<file path="config.mk">
export PLATFORM = sky130hd
export DESIGN_NAME = alu_result_display
export DESIGN_NICKNAME = d
export VERILOG_FILES = /design/src/rtl/alu_result_display.sv
export SDC_FILE = /design/constraint.sdc
export NUM_CORES = 1
export LEC_CHECK = 0
export CAP_MARGIN = 20
export CORE_MARGIN = 10
export CORE_UTILIZATION = 60
export DETAILED_ROUTE_END_ITERATION = 6
export DONT_BUFFER_PORTS = 1
export PLACE_DENSITY = 0.86
export SLEW_MARGIN = 10
export SYNTH_ARGS = -nofsm -noshare
export SYNTH_HDL_FRONTEND = slang
export SYNTH_SLANG_ARGS = --single-unit
</file>
<file path="constraint.sdc">
create_clock -name clk -period 8.4 [get_ports clk]
set_input_delay 1.26 -clock clk [delete_from_list [all_inputs] [get_ports clk]]
set_output_delay 1.26 -clock clk [all_outputs]
set_load 0.03 [all_outputs]
</file>
<file path="src/rtl/alu_result_display.sv">
// alu_result_display: latches one ALU result through a valid/ready handshake
// and renders it on five 7-segment digits (hex4 = MSD .. hex0 = LSD).
// Hex mode shows the low 20 bits as hex digits. Decimal mode converts the
// signed value with a sequential double-dabble, then shows sign and magnitude.
// Ports:
//   clk, rst        clock (rising edge), asynchronous active-high reset
//   in_valid        in_data/mode_dec are valid
//   in_ready        block can accept a value (only while idle)
//   in_data         two's complement value to show
//   mode_dec        1 = decimal render, 0 = hex render
//   done            one-cycle pulse when the display registers were updated
//   overflow        the value did not fit the last render
//   hex0..hex4      segments {g,f,e,d,c,b,a}, bit0 = a
module alu_result_display #(
   parameter int unsigned DATA_W         = 32,
   parameter bit          SEG_ACTIVE_LOW = 1'b1
) (
   input  logic              clk,
   input  logic              rst,
   input  logic              in_valid,
   output logic              in_ready,
   input  logic [DATA_W-1:0] in_data,
   input  logic              mode_dec,
   output logic              done,
   output logic              overflow,
   output logic [6:0]        hex0,
   output logic [6:0]        hex1,
   output logic [6:0]        hex2,
   output logic [6:0]        hex3,
   output logic [6:0]        hex4
);

   localparam int unsigned NDIG  = 10;
   localparam int unsigned BCD_W = 4 * NDIG;
   localparam int unsigned CNT_W = $clog2(DATA_W + 1);
   localparam int unsigned SEG_W = 35;

   localparam logic [6:0] G_DASH  = 7'h40;
   localparam logic [6:0] G_BLANK = 7'h00;

   typedef enum logic [1:0] {IDLE, CONV, UPDATE} state_t;

   // Active-high glyph for one hex/BCD digit
   function automatic logic [6:0] glyph(input logic [3:0] d);
      logic [6:0] g;
      case (d)
         4'h0: g = 7'h3F;
         4'h1: g = 7'h06;
         4'h2: g = 7'h5B;
         4'h3: g = 7'h4F;
         4'h4: g = 7'h66;
         4'h5: g = 7'h6D;
         4'h6: g = 7'h7D;
         4'h7: g = 7'h07;
         4'h8: g = 7'h7F;
         4'h9: g = 7'h6F;
         4'hA: g = 7'h77;
         4'hB: g = 7'h7C;
         4'hC: g = 7'h39;
         4'hD: g = 7'h5E;
         4'hE: g = 7'h79;
         default: g = 7'h71;
      endcase
      return g;
   endfunction

   // Apply output polarity
   function automatic logic [6:0] drive(input logic [6:0] g);
      return SEG_ACTIVE_LOW ? ~g : g;
   endfunction

   localparam logic [6:0] SEG_OFF = SEG_ACTIVE_LOW ? 7'h7F : 7'h00;

   state_t              state;
   logic [DATA_W-1:0]   data_q;
   logic                mode_q;
   logic [DATA_W-1:0]   sh;
   logic [BCD_W-1:0]    bcd;
   logic [CNT_W-1:0]    cnt;
   logic [SEG_W-1:0]    stage_seg;
   logic                stage_ovf;
   logic                commit;

   logic                accept;
   logic [DATA_W-1:0]   mag;
   logic [BCD_W-1:0]    bcd_adj;
   logic [BCD_W-1:0]    bcd_nx;
   logic [DATA_W-1:0]   sh_nx;
   logic [SEG_W-1:0]    render_seg;
   logic                render_ovf;

   assign accept = (state == IDLE) && in_valid && in_ready;

   // Unsigned magnitude: the most negative value maps to 2^(DATA_W-1)
   assign mag = in_data[DATA_W-1] ? (~in_data + DATA_W'(1)) : in_data;

   // One double-dabble step: add 3 to digits >= 5, then shift left by one
   always_comb begin
      bcd_adj = bcd;
      for (int i = 0; i < NDIG; i++) begin
         if (bcd[4*i +: 4] >= 4'd5) begin
            bcd_adj[4*i +: 4] = bcd[4*i +: 4] + 4'd3;
         end
      end
      {bcd_nx, sh_nx} = {bcd_adj, sh} << 1;
   end

   // Render the latched value (active-high glyphs) from data_q or the BCD result
   always_comb begin
      logic       neg;
      logic       lead;
      logic [3:0] d;
      render_seg = '0;
      render_ovf = 1'b0;
      neg        = data_q[DATA_W-1];
      lead       = 1'b1;
      d          = 4'h0;
      if (!mode_q) begin
         for (int i = 0; i < 5; i++) begin
            render_seg[7*i +: 7] = glyph(data_q[4*i +: 4]);
         end
         render_ovf = |data_q[DATA_W-1:20];
      end else begin
         // Leading zeros blank from the top down; digit 0 is always shown
         for (int i = 4; i >= 0; i--) begin
            d = bcd[4*i +: 4];
            if (neg && (i == 4)) begin
               render_seg[7*i +: 7] = G_DASH;
            end else begin
               if ((d != 4'h0) || (i == 0)) begin
                  lead = 1'b0;
               end
               render_seg[7*i +: 7] = lead ? G_BLANK : glyph(d);
            end
         end
         render_ovf = neg ? (|bcd[BCD_W-1:16]) : (|bcd[BCD_W-1:20]);
         if (render_ovf) begin
            render_seg = {5{G_DASH}};
         end
      end
   end

   // FSM, conversion datapath and registered display outputs
   always_ff @(posedge clk or posedge rst) begin
      if (rst) begin
         state     <= IDLE;
         in_ready  <= 1'b1;
         done      <= 1'b0;
         overflow  <= 1'b0;
         hex0      <= SEG_OFF;
         hex1      <= SEG_OFF;
         hex2      <= SEG_OFF;
         hex3      <= SEG_OFF;
         hex4      <= SEG_OFF;
         data_q    <= '0;
         mode_q    <= 1'b0;
         sh        <= '0;
         bcd       <= '0;
         cnt       <= '0;
         stage_seg <= '0;
         stage_ovf <= 1'b0;
         commit    <= 1'b0;
      end else begin
         done   <= 1'b0;
         commit <= 1'b0;
         case (state)
            IDLE: begin
               if (accept) begin
                  data_q   <= in_data;
                  mode_q   <= mode_dec;
                  sh       <= mag;
                  bcd      <= '0;
                  cnt      <= '0;
                  in_ready <= 1'b0;
                  state    <= mode_dec ? CONV : UPDATE;
               end
            end
            CONV: begin
               sh  <= sh_nx;
               bcd <= bcd_nx;
               cnt <= cnt + CNT_W'(1);
               if (cnt == CNT_W'(DATA_W - 1)) begin
                  state <= UPDATE;
               end
            end
            UPDATE: begin
               // Render is staged here and committed to the pins next edge
               stage_seg <= render_seg;
               stage_ovf <= render_ovf;
               commit    <= 1'b1;
               state     <= IDLE;
            end
            default: state <= IDLE;
         endcase
         // in_ready is still low here, so this never collides with an accept
         if (commit) begin
            hex0     <= drive(stage_seg[6:0]);
            hex1     <= drive(stage_seg[13:7]);
            hex2     <= drive(stage_seg[20:14]);
            hex3     <= drive(stage_seg[27:21]);
            hex4     <= drive(stage_seg[34:28]);
            overflow <= stage_ovf;
            done     <= 1'b1;
            in_ready <= 1'b1;
         end
      end
   end

endmodule

</file>
After elaboration in Yosys (flattened, before gate mapping)
Memories as Yosys holds them, arrays and structs flattened.
Cells that the tools add are included.
{ "totals": {"memories": 10, "romBits": 1120, "output_inout_bits": 38, "reg_bits": 188} }
{ "mem_list": {"columns": ["name", "depth", "width", "read_ports", "rd_clocked_by_memory_dff", "write_ports", "line_no", "source"], "rows": [
  ["(name not given)", 16, 7, 1, 0, 0, "46", "case (d)"],
  ["(name not given)", 16, 7, 1, 0, 0, "46", null],
  ["(name not given)", 16, 7, 1, 0, 0, "46", null],
  ["(name not given)", 16, 7, 1, 0, 0, "46", null],
  ["(name not given)", 16, 7, 1, 0, 0, "46", null],
  ["(name not given)", 16, 7, 1, 0, 0, "46", null],
  ["4 more memories", null, null, null, null, null, null, null]
]} }
{ "op_classes": {"eq_ne": 5, "magnitude_cmp": 10, "n_mux": 47, "n_reduce_logical": 17, "n_addsub": 12, "bitwise_logic": 6} }
{ "op_table": {"columns": ["op", "count"], "rows": [
  ["40-bit one-hot mux with 2 select lines", 1],
  ["35-bit two-way mux", 2],
  ["32-bit two-way mux", 2],
  ["32-bit one-hot mux with 2 select lines", 1],
  ["7-bit two-way mux", 6],
  ["4-bit by 3-bit >= comparator with 1-bit output, second input constant", 10],
  ["40-bit two-way mux", 1],
  ["4-bit by 2-bit adder with 4-bit output, second input constant", 9],
  ["4-bit two-way mux", 9],
  ["7-bit inverter", 5],
  ["32-bit by 1-bit adder with 32-bit output, second input constant", 1],
  ["32-bit inverter", 1],
  ["24-bit OR reduction", 1],
  ["20-bit OR reduction", 1],
  ["1-bit two-way mux", 18],
  ["4-bit nonzero test", 4],
  ["6-bit one-hot mux with 2 select lines", 1],
  ["12-bit OR reduction", 1],
  ["2-bit AND reduction", 4],
  ["6-bit by 1-bit adder with 6-bit output, second input constant", 1],
  ["6-bit by 5-bit equality test with 1-bit output, second input constant", 1],
  ["2-bit two-way mux", 3],
  ["6-bit two-way mux", 1],
  ["2-bit nonzero test", 3],
  ["other kinds (8)", 10]
]} }

Depth between registers and ports, before layout
Gate-level depths: netlist (run 1).
{ "depth": {"ltp_word": 14, "depth_mapped": 9, "depth_no_buf": 7} }

Least setup slack after synthesis (run 1)
Ideal clock, no wire load.
{ "synth_timing": {"kind": "input port to flip-flop", "start": "input port in_data[0]", "end": "register sh[16]", "arrival_time_ns": 3.048, "slack_ns": 5.215, "setup_ns": 0.137, "stages": 8, "cell_sequence": "inv_1 > ha_1 > or4b_2 > clkbuf_1 > nor3b_1 > a21oi_1 > a31oi_1 > o211ai_1"} }
{ "synth_via": {"elab_chain_len": 5} }
{ "synth_lines": {"columns": ["element", "line_no", "source"], "rows": [
  ["from (decl)", "22", "input logic [DATA_W-1:0] in_data,"],
  ["32-bit inverter", "95", "assign mag = in_data[DATA_W-1] ? (~in_data + DATA_W'(1)) : in_data;"],
  ["32-bit by 1-bit adder with 32-bit output", "95", null],
  ["32-bit two-way mux", "95", null],
  ["32-bit two-way mux", "168", "if (accept) begin"],
  ["32-bit one-hot mux with 2 select lines", "166", "case (state)"],
  ["to (signal assigned)", "171", "sh <= mag;"],
  ["to (signal assigned)", "179", "sh <= sh_nx;"],
  ["to (decl)", "77", "logic [DATA_W-1:0] sh;"]
]} }
Every way passes these cells. The select of a mux whose other input is x is not followed.
A chain may end at the register's enable or synchronous reset.

Final worst setup path (run 1)
{ "layout_timing": {"start": "register bcd[16]", "end": "register stage_seg[10]"} }
{ "layout_via": {"elab_chain_len": 14, "word_cells_on_any_way": 16} }
{ "layout_lines": {"columns": ["element", "line_no", "source"], "rows": [
  ["from (decl)", "78", "logic [BCD_W-1:0] bcd;"],
  ["from (signal assigned)", "180", "bcd <= bcd_nx;"],
  ["4-bit nonzero test", "130", "if ((d != 4'h0) || (i == 0)) begin"],
  ["1-bit two-way mux", "130", null],
  ["1-bit two-way mux", "127", "if (neg && (i == 4)) begin"],
  ["1-bit two-way mux", "118", "if (!mode_q) begin"],
  ["1-bit two-way mux", "127", null],
  ["1-bit two-way mux", "130", null],
  ["1-bit two-way mux", "118", null],
  ["1-bit two-way mux", "130", null],
  ["1-bit two-way mux", "118", null],
  ["1-bit two-way mux", "130", null],
  ["1-bit two-way mux", "118", null],
  ["7-bit two-way mux", "133", "render_seg[7*i +: 7] = lead ? G_BLANK : glyph(d);"],
  ["35-bit two-way mux *", "137", "if (render_ovf) begin"],
  ["35-bit two-way mux *", "118", null],
  ["to (signal assigned)", "188", "stage_seg <= render_seg;"],
  ["to (decl)", "80", "logic [SEG_W-1:0] stage_seg;"]
]} }
Every way passes the cells marked *; elsewhere a longest branch is shown, timed or not. The select of a mux whose other input is x is not followed.

==> results of run 1 <==
==> worst register-to-register path, delay by kind of cell, from the launching register on <==
family          cells  cell delay (ps)
buf+inv             1              200
fa+ha+maj           1              250
compound gates      2              580
flops               1              450
simple gates        3             1770
==> synth_stat cells (3+ instances only) <==
library cell / instances / share of area (%)
mux2_2: 8 / 0.77
a21o_1: 3 / 0.19
nor3_1: 23 / 0.98
nor4_1: 12 / 0.64
o32ai_1: 11 / 0.82
clkbuf_1: 71 / 2.3
nor2_1: 67 / 2.1
nor2b_1: 24 / 1.3
ha_1: 87 / 9.3
a2bb2oi_1: 3 / 0.22
mux2i_1: 59 / 5.0
nand2b_1: 24 / 1.3
a2111oi_0: 6 / 0.45
dfstp_2: 36 / 8.1
inv_1: 100 / 3.2
o31ai_1: 13 / 0.83
or3_1: 3 / 0.16
nand4_1: 4 / 0.21
o41ai_1: 4 / 0.30
o21a_1: 3 / 0.19
nand3_1: 41 / 1.8
mux4_2: 9 / 1.7
a21oi_1: 68 / 2.9
nand3b_1: 10 / 0.64
nor3b_1: 7 / 0.45
o211ai_1: 20 / 1.3
xor2_1: 16 / 1.2
dfrtp_1: 152 / 32
xnor2_1: 11 / 0.82
a32oi_1: 5 / 0.37
a32o_1: 7 / 0.60
o21ai_0: 123 / 5.3
buf_1: 10 / 0.32
o22ai_1: 3 / 0.16
a221oi_1: 4 / 0.30
a22oi_1: 34 / 2.2
a211oi_1: 7 / 0.45
a31oi_1: 21 / 1.1
or4_1: 4 / 0.26
nand2_1: 155 / 5.0
==> cell families after synthesis <==
group,count (synthesis)
compound gates,349
xor+xnor,27
fa+ha+maj,87
buf+inv,185
flops,188
mux,77
simple gates,386
==> through the flow <==
step	instance area (um2)	hold WS, ps	setup WS, ps	instances	power [uW]
2_1_floorplan	11700	352	2090	1299	2800
3_3_place_gp	11800	400	5070	1491	3100
3_5_place_dp	11800	407	5000	1491	3180
4_1_cts	12400	423	5080	1523	4040
5_1_grt	12400	434	4830	1524	4350
6_report	12400	420	5040	1524	4050
==> final cells by class <==
cell class                 instances  area share, %
inverter                         102           3.14
multi-input combinational        926           50.5
timing repair buffer              11          0.664
sequential                       188           38.2
clock buffer                      18           3.62
tap                              265           2.67
clock inverter                    14           1.24
==> routing by layer <==
| metal | global-route usage [%] | up-vias |
|---|---|---|
| met5 | 0 | - |
| met4 | 8.59 | 2 |
| met3 | 7.17 | 57 |
| met2 | 33.2 | 336 |
| met1 | 27.5 | 4611 |
| li1 | - | 4471 |
==> power by group <==
| part | switching [uW] | leakage (uW) | internal, uW | total [uW] |
|---|---|---|---|---|
| Combinational | 891 | 0.00268 | 689 | 1580 |
| Sequential | 419 | 0.00227 | 1210 | 1630 |
| Clock | 379 | 0.000301 | 463 | 842 |
==> worst paths after layout <==
path                       cells after the start                 startpoint  slack (ps)                   endpoint
setup / recovery                               7        bcd[16]$_DFFE_PP0P_        5040  stage_seg[10]$_DFFE_PP0P_
hold / removal                                 1  stage_seg[24]$_DFFE_PP0P_         420        hex3[3]$_DFFE_PP1P_
setup reg to reg                               7        bcd[16]$_DFFE_PP0P_        5040  stage_seg[10]$_DFFE_PP0P_
hold reg to reg                                1  stage_seg[24]$_DFFE_PP0P_         420        hex3[3]$_DFFE_PP1P_
max in group asynchronous                      2                        rst        6150        bcd[10]$_DFFE_PP0P_
min in group asynchronous                      1                        rst         790          sh[6]$_DFFE_PP0P_
==> state kept, by name (all words and copies together) (netlist names), 2 cells and up <==
register	count
bcd	40
stage_seg	35
data_q	32
sh	32
hex0	7
hex1	7
hex2	7
hex3	7
hex4	7
cnt	6
state	2
==> reports/results.tsv, run 1 <==
stage	metric	value	unit
outcome	outcome	finished clean	
die	Starting Density	60.6	%
synth	Synth Net Count	1422	
clocking	clk buf depth	2	
clocking	Clock transition at path regs	70	ps
route	mean routed wirelength per cell	18.3	um
clocking	clock buffer count from CTS	17	
clocking	H-tree Lvls	4	
global_route	initial antenna violation count	2	
cells_and_area	nets	1369	
sta	setup TNS	0	ps
critical_path	critical path data required time	8720	ps
die	Die X	160	um
synth	mux share of post-synthesis cell area	7.64	%
cells_and_area	proportion of layout cells with a drive suffix above 1	8.74	%
pwr	Power Density	326	nW/um2
synth	post-synthesis cell count	1299	
pwr	Worst IR Drop VDD	216	uV
sta	worst rel slew slack	36.1	%
critical_path	cell family with most CP delay	simple AND/OR/NAND/NOR gates	
sta	endpoints failing setup	0	
clocking	setup bufs post-CTS	0	
sta	final max-slew violation count	0	
placed_design	Final GP Congestion	0.906	
die	die area	25500	um2
synth	number of synthesized flops with an enable pin	0	
sta	worst-margin pin slew	959	ps
cells_and_area	post-layout util	64.3	%
sta	Hold Vio Cnt, Final	0	
route	DRC Markers	0	
synth	synthesized flop and latch total	188	
cells_and_area	Antenna diodes	0	
synth	Synth Area in XOR/XNOR	2.02	%
critical_path	critical-path cell list	inv_1, ha_1, nor3b_1, o211a_1, and4_1, nand3_1, o21ai_0	
clocking	# clock sinks	188	
clocking	Clock Tree Root	clkbuf_16	
sta	clk_skew	8.01	ps
route	initial DRC count	1032	
die	Die H	160	um
critical_path	Slowest-stage cell, CP	and4_1	
route	drt via density	6.22	
synth	Yosys cell types	64	
synth	Primary FF master, synth	dfrtp_1	
synth	syn avg cell area	9.02	um2
cells_and_area	filler cell count	1521	
sta	min Tclk post-route	3360	ps
route	uppermost layer routed	met5	
route	M1 WL	11600	um
synth	sequential area share after synthesis	40.6	%
cells_and_area	Area Growth Syn to Fin	6.21	%
clocking	# resized after CTS	0	
critical_path	max incr delay on CP	790	ps
critical_path	Critical Path AT	3680	ps
route	met3 WL	2710	um
clocking	CTS Hold Buffers Added	0	
die	I/O pin cnt	74	
critical_path	Worst Path Max Fanout	23	
global_route	vias in the first global route	9121	
route	DRT Pass-1 Iters	5	
synth	Yosys warning count	0	
sta	Max Clk Rate	298	MHz
die	Cell Rows	51	
global_route	first-pass GRT wire length	46000	um
synth	adder-cell share of the synthesized area	9.29	%
global_route	grt ovf	0	
synth	main combinational cell family by area after synthesis	compound AO/OA/AOI/OAI gates	
cells_and_area	multi-input combinational cell area	6280	um2
synth	Async SR Flop Fraction	100	%
synth	mapped cell area	11700	um2
synth	Post-Synth Simple-Gate Area	15.8	%
route	via count	9477	
placed_design	hpwl dp	18800	um
global_route	GR Util All Layers	21.6	%
pwr	Lkg Pwr	0.00525	uW
hold_path	HP Class	reg2reg	
critical_path	Critical Path Sink Type	flop	
route	Final ANT Viol Nets	0	
sta	Tcrit/Tclk final	40.0	%
clocking	CTS tree	done	
clocking	clock insertion delay at the later pin of the skew report	440	ps
critical_path	CP bufs+invs	1	
placed_design	Port Buffers	0	
die	Core Box Area	19300	um2
cells_and_area	highest-count cells in the layout ignoring fill and taps	nand2_1 (155), dfrtp_1 (151), o21ai_0 (123), inv_1 (99), ha_1 (87)	
global_route	largest net degree at the start of global routing	115	
cells_and_area	most common cell after layout, fill and taps aside	nand2_1	
flow_run	Max Cap Violations	0	
cells_and_area	FF/Latch Area	4750	um2
sta	RSZ-0062 raised after global routing	no	
critical_path	critical path type	reg2reg	
route	met2 WL	12900	um
critical_path	CP Launch Type	flop	
route	wirelength, routed	27900	um
synth	Synth Area in Compound Gates	18.8	%
No activity file was read; power rests on OpenSTA's default activity.
==> run 2: changes to the inputs <==
CORE_UTILIZATION = 59   (was 60)
PLACE_DENSITY = 0.88   (was 0.86)
clock period = 2.95 ns   (was 8.4 ns; I/O delays follow)
==> run 2 against run 1 <==
Critical path depth rose by 2. Design area rose by 1.1%. Critical path type unchanged. Register-to-register slack got worse by 4500 ps. Non-clock buffer count rose by 9. Combinational power rose to 2.9 times the previous value.
==> reports/results.tsv, run 2 (synthesized netlist as in run 1, its figures left out) <==
stage	metric	value	unit	change
flow_run	Max Cap Violations	0		unchanged
sta	clk_skew	10.7	ps	was 8.01 ps
global_route	first-pass GRT wire length	46600	um	was 46000 um
critical_path	critical path type	reg2reg		unchanged
route	Final ANT Viol Nets	0		unchanged
die	die area	25900	um2	was 25500 um2
cells_and_area	non-filler cells, final	1533		was 1524
die	I/O pin cnt	74		unchanged
cells_and_area	filler cell count	1526		was 1521
route	initial DRC count	1048		was 1032
critical_path	FF-to-FF Start	bcd[16]$_DFFE_PP0P_		unchanged
critical_path	critical path data required time	3300	ps	was 8720 ps
clocking	Clock transition at path regs	70	ps	about the same
critical_path	R2R Setup Slk	530	ps	was 5040 ps
die	Core Box Area	19500	um2	was 19300 um2
sta	Max Clk Rate	413	MHz	was 298 MHz
route	DRT Pass-1 Iters	7		was 5
pwr	Power Density	928	nW/um2	was 326 nW/um2
cells_and_area	proportion of layout cells with a drive suffix above 1	9.23	%	was 8.74%
pwr	Internal	6860	uW	was 2360 uW
critical_path	critical-path cell list	inv_1, ha_1, nor3b_1, buf_4, o211a_1, and4_1, buf_4, nand3_1, o21ai_0		was inv_1, ha_1, nor3b_1, o211a_1, and4_1, nand3_1, o21ai_0
pwr	sw power	4810	uW	was 1690 uW
pwr	switching portion of total power	41.2	%	was 41.7%
clocking	CTS tree	done		unchanged
pwr	Reg power frac	39.9	%	was 40.2%
placed_design	Placed Area	11900	um2	was 11800 um2
route	DRC Markers	0		unchanged
cells_and_area	Most flops, register	bcd		unchanged
placed_design	dpl ws	497	ps	was 5000 ps
clocking	H-tree Lvls	4		unchanged
sta	min Tclk post-route	2420	ps	was 3360 ps
cells_and_area	nets	1378		was 1369
critical_path	Worst R2R Path Depth	9		was 7
global_route	grt ovf	0		unchanged
cells_and_area	Area Growth Syn to Fin	7.37	%	was 6.21%
placed_design	hpwl dp	19500	um	was 18800 um
critical_path	max incr delay on CP	450	ps	was 790 ps
cells_and_area	number of flip-flops in the largest register	40		unchanged
critical_path	Slowest-stage cell, CP	dfrtp_1		was and4_1
pwr	combinational share of power	38.9	%	was 39.0%
clocking	clk buf depth	2		unchanged
hold_path	Worst Hold End	data_q[22]$_DFFE_PP0P_		was hex3[3]$_DFFE_PP1P_
placed_design	Final GP Congestion	0.914		was 0.906
cells_and_area	most common cell after layout, fill and taps aside	nand2_1		unchanged
global_route	largest net degree at the start of global routing	77		was 115
critical_path	CP bufs+invs	3		was 1
route	via count	9525		was 9477
global_route	initial antenna violation count	0		was 2
critical_path	Critical Path AT	2770	ps	was 3680 ps
cells_and_area	cell area after layout	12600	um2	was 12400 um2
clocking	setup bufs post-CTS	0		unchanged
cells_and_area	FF/Latch Area	4750	um2	unchanged
sta	worst setup margin	530	ps	was 5040 ps
sta	worst hold margin	98.1	ps	was 420 ps
hold_path	HP Start	in_data[22]		was stage_seg[24]$_DFFE_PP0P_
route	wirelength, routed	28300	um	was 27900 um
critical_path	Critical Path Sink Type	flop		unchanged
sta	worst-margin pin slew	798	ps	was 959 ps
global_route	vias in the first global route	9335		was 9121
placed_design	dpl cells	1500		was 1491
sta	worst rel slew slack	45.4	%	was 36.1%
die	Starting Density	60.0	%	was 60.6%
critical_path	RR Endpoint	stage_seg[8]$_DFFE_PP0P_		was stage_seg[10]$_DFFE_PP0P_
sta	final max-slew violation count	0		unchanged
pwr	Worst IR Drop VDD	582	uV	was 216 uV
clocking	# clock sinks	188		unchanged
sta	Tcrit/Tclk final	82.0	%	was 40.0%
clocking	Clock Tree Root	clkbuf_16		unchanged
clocking	clock buffer count from CTS	17		unchanged
critical_path	CP dominant cell by count	buf_4		
critical_path	Worst Path Max Fanout	23		unchanged
clocking	clock insertion delay at the later pin of the skew report	450	ps	was 440 ps
die	Die H	161	um	was 160 um
hold_path	HP Class	in2reg		was reg2reg
pwr	Lkg Pwr	0.00532	uW	was 0.00525 uW
global_route	GR Util All Layers	21.7	%	was 21.6%
pwr	Clk pwr share	21.2	%	was 20.8%
hold_path	WHS Path Cells	2		was 1
cells_and_area	biggest regs	bcd (40), stage_seg (35)		unchanged
route	mean routed wirelength per cell	18.5	um	was 18.3 um
die	Cell Rows	51		unchanged
cells_and_area	multi-input combinational cell area	6280	um2	unchanged
outcome	outcome	finished clean		unchanged
critical_path	cell family with most CP delay	buffers and inverters		was simple AND/OR/NAND/NOR gates
route	drt via density	6.21		was 6.22
cells_and_area	Antenna diodes	0		unchanged
sta	Hold Vio Cnt, Final	0		unchanged
sta	setup TNS	0	ps	unchanged
placed_design	Port Buffers	0		unchanged
critical_path	CP Launch Type	flop		unchanged
die	Die X	161	um	was 160 um
cells_and_area	highest-count cells in the layout ignoring fill and taps	nand2_1 (155), dfrtp_1 (151), o21ai_0 (123), inv_1 (99), ha_1 (87)		unchanged
sta	RSZ-0062 raised after global routing	no		unchanged
sta	endpoints failing setup	0		unchanged
[run 2: cell types whose count changed in the layout (fill, tap and decap cells not counted), sizes merged]
cell         previous run  this run
buf                    11        19
clkinvlp                1         2
clkbuf                 18        22
dlygate4sd3             0         1
inv                   108       103
[run 2: worst reg2reg max path, cell delays in order (launching register included)]
cell	delay, ps
dfrtp_1	450
inv_1	200
ha_1	230
nor3b_1	190
buf_4	190
o211a_1	160
and4_1	170
buf_4	260
nand3_1	220
o21ai_0	240
[run 2: repair_timing]
item / 4_1_cts / 5_1_grt
hold buffers: 1 / 0
endpoints found under the hold margin: 21 / 0
gates resized for setup: 0 / 0
setup endpoints to repair: 0 / 0
[run 2: area by class of cell]
cell class                      instances  share of cell area, %
Timing Repair Buffer                   20                   1.51
Clock buffer                           22                   4.12
Clock inverter                         10                  0.945
Multi-Input combinational cell        926                   49.9
Tap cell                              265                   2.64
Sequential cell                       188                   37.8
Inverter                              102                   3.07
[run 2: power by group through the flow]
stage,Combinational [uW],Clock [uW],Sequential (uW)
2_1_floorplan,3860,0,4120
3_3_place_gp,4240,0,4600
3_5_place_dp,4430,0,4660
4_1_cts,4500,2500,4630
5_1_grt,5140,2600,4800
6_report,4540,2480,4660
[run 2: routing by layer]
metal | GRT usage, % | part of all wire [%] | vias up
met2 | 33.9 | 46 | 375
li1 | - | - | 4497
met1 | 27.2 | 41 | 4592
met4 | 9.68 | 2.8 | 0
met3 | 6.65 | 10 | 61
met5 | 0 | 0 | -
[run 2: stage by stage]
step | util (%) | total power (uW)
after global routing | 64.4 | 12500
after detailed placement | 61.1 | 9090
after CTS | 64.4 | 11600
after global placement | 61.1 | 8840
after floorplan | - | 7980
final | 64.4 | 11700
[run 2: worst max path at each step]
| stage | from | endpoint | slack (ps) | cells after the start |
|---|---|---|---|---|
| 2_1_floorplan | rst | bcd[0]$_DFFE_PP0P_ | 120 | 1 |
| 3_3_place_gp | in_data[5] | sh[21]$_DFFE_PP0P_ | 510 | 5 |
| 3_5_place_dp | in_data[5] | sh[28]$_DFFE_PP0P_ | 500 | 5 |
| 4_1_cts | bcd[16]$_DFFE_PP0P_ | stage_seg[8]$_DFFE_PP0P_ | 530 | 9 |
| 5_1_grt | bcd[16]$_DFFE_PP0P_ | stage_seg[9]$_DFFE_PP0P_ | 290 | 9 |
| 6_report | bcd[16]$_DFFE_PP0P_ | stage_seg[8]$_DFFE_PP0P_ | 530 | 9 |
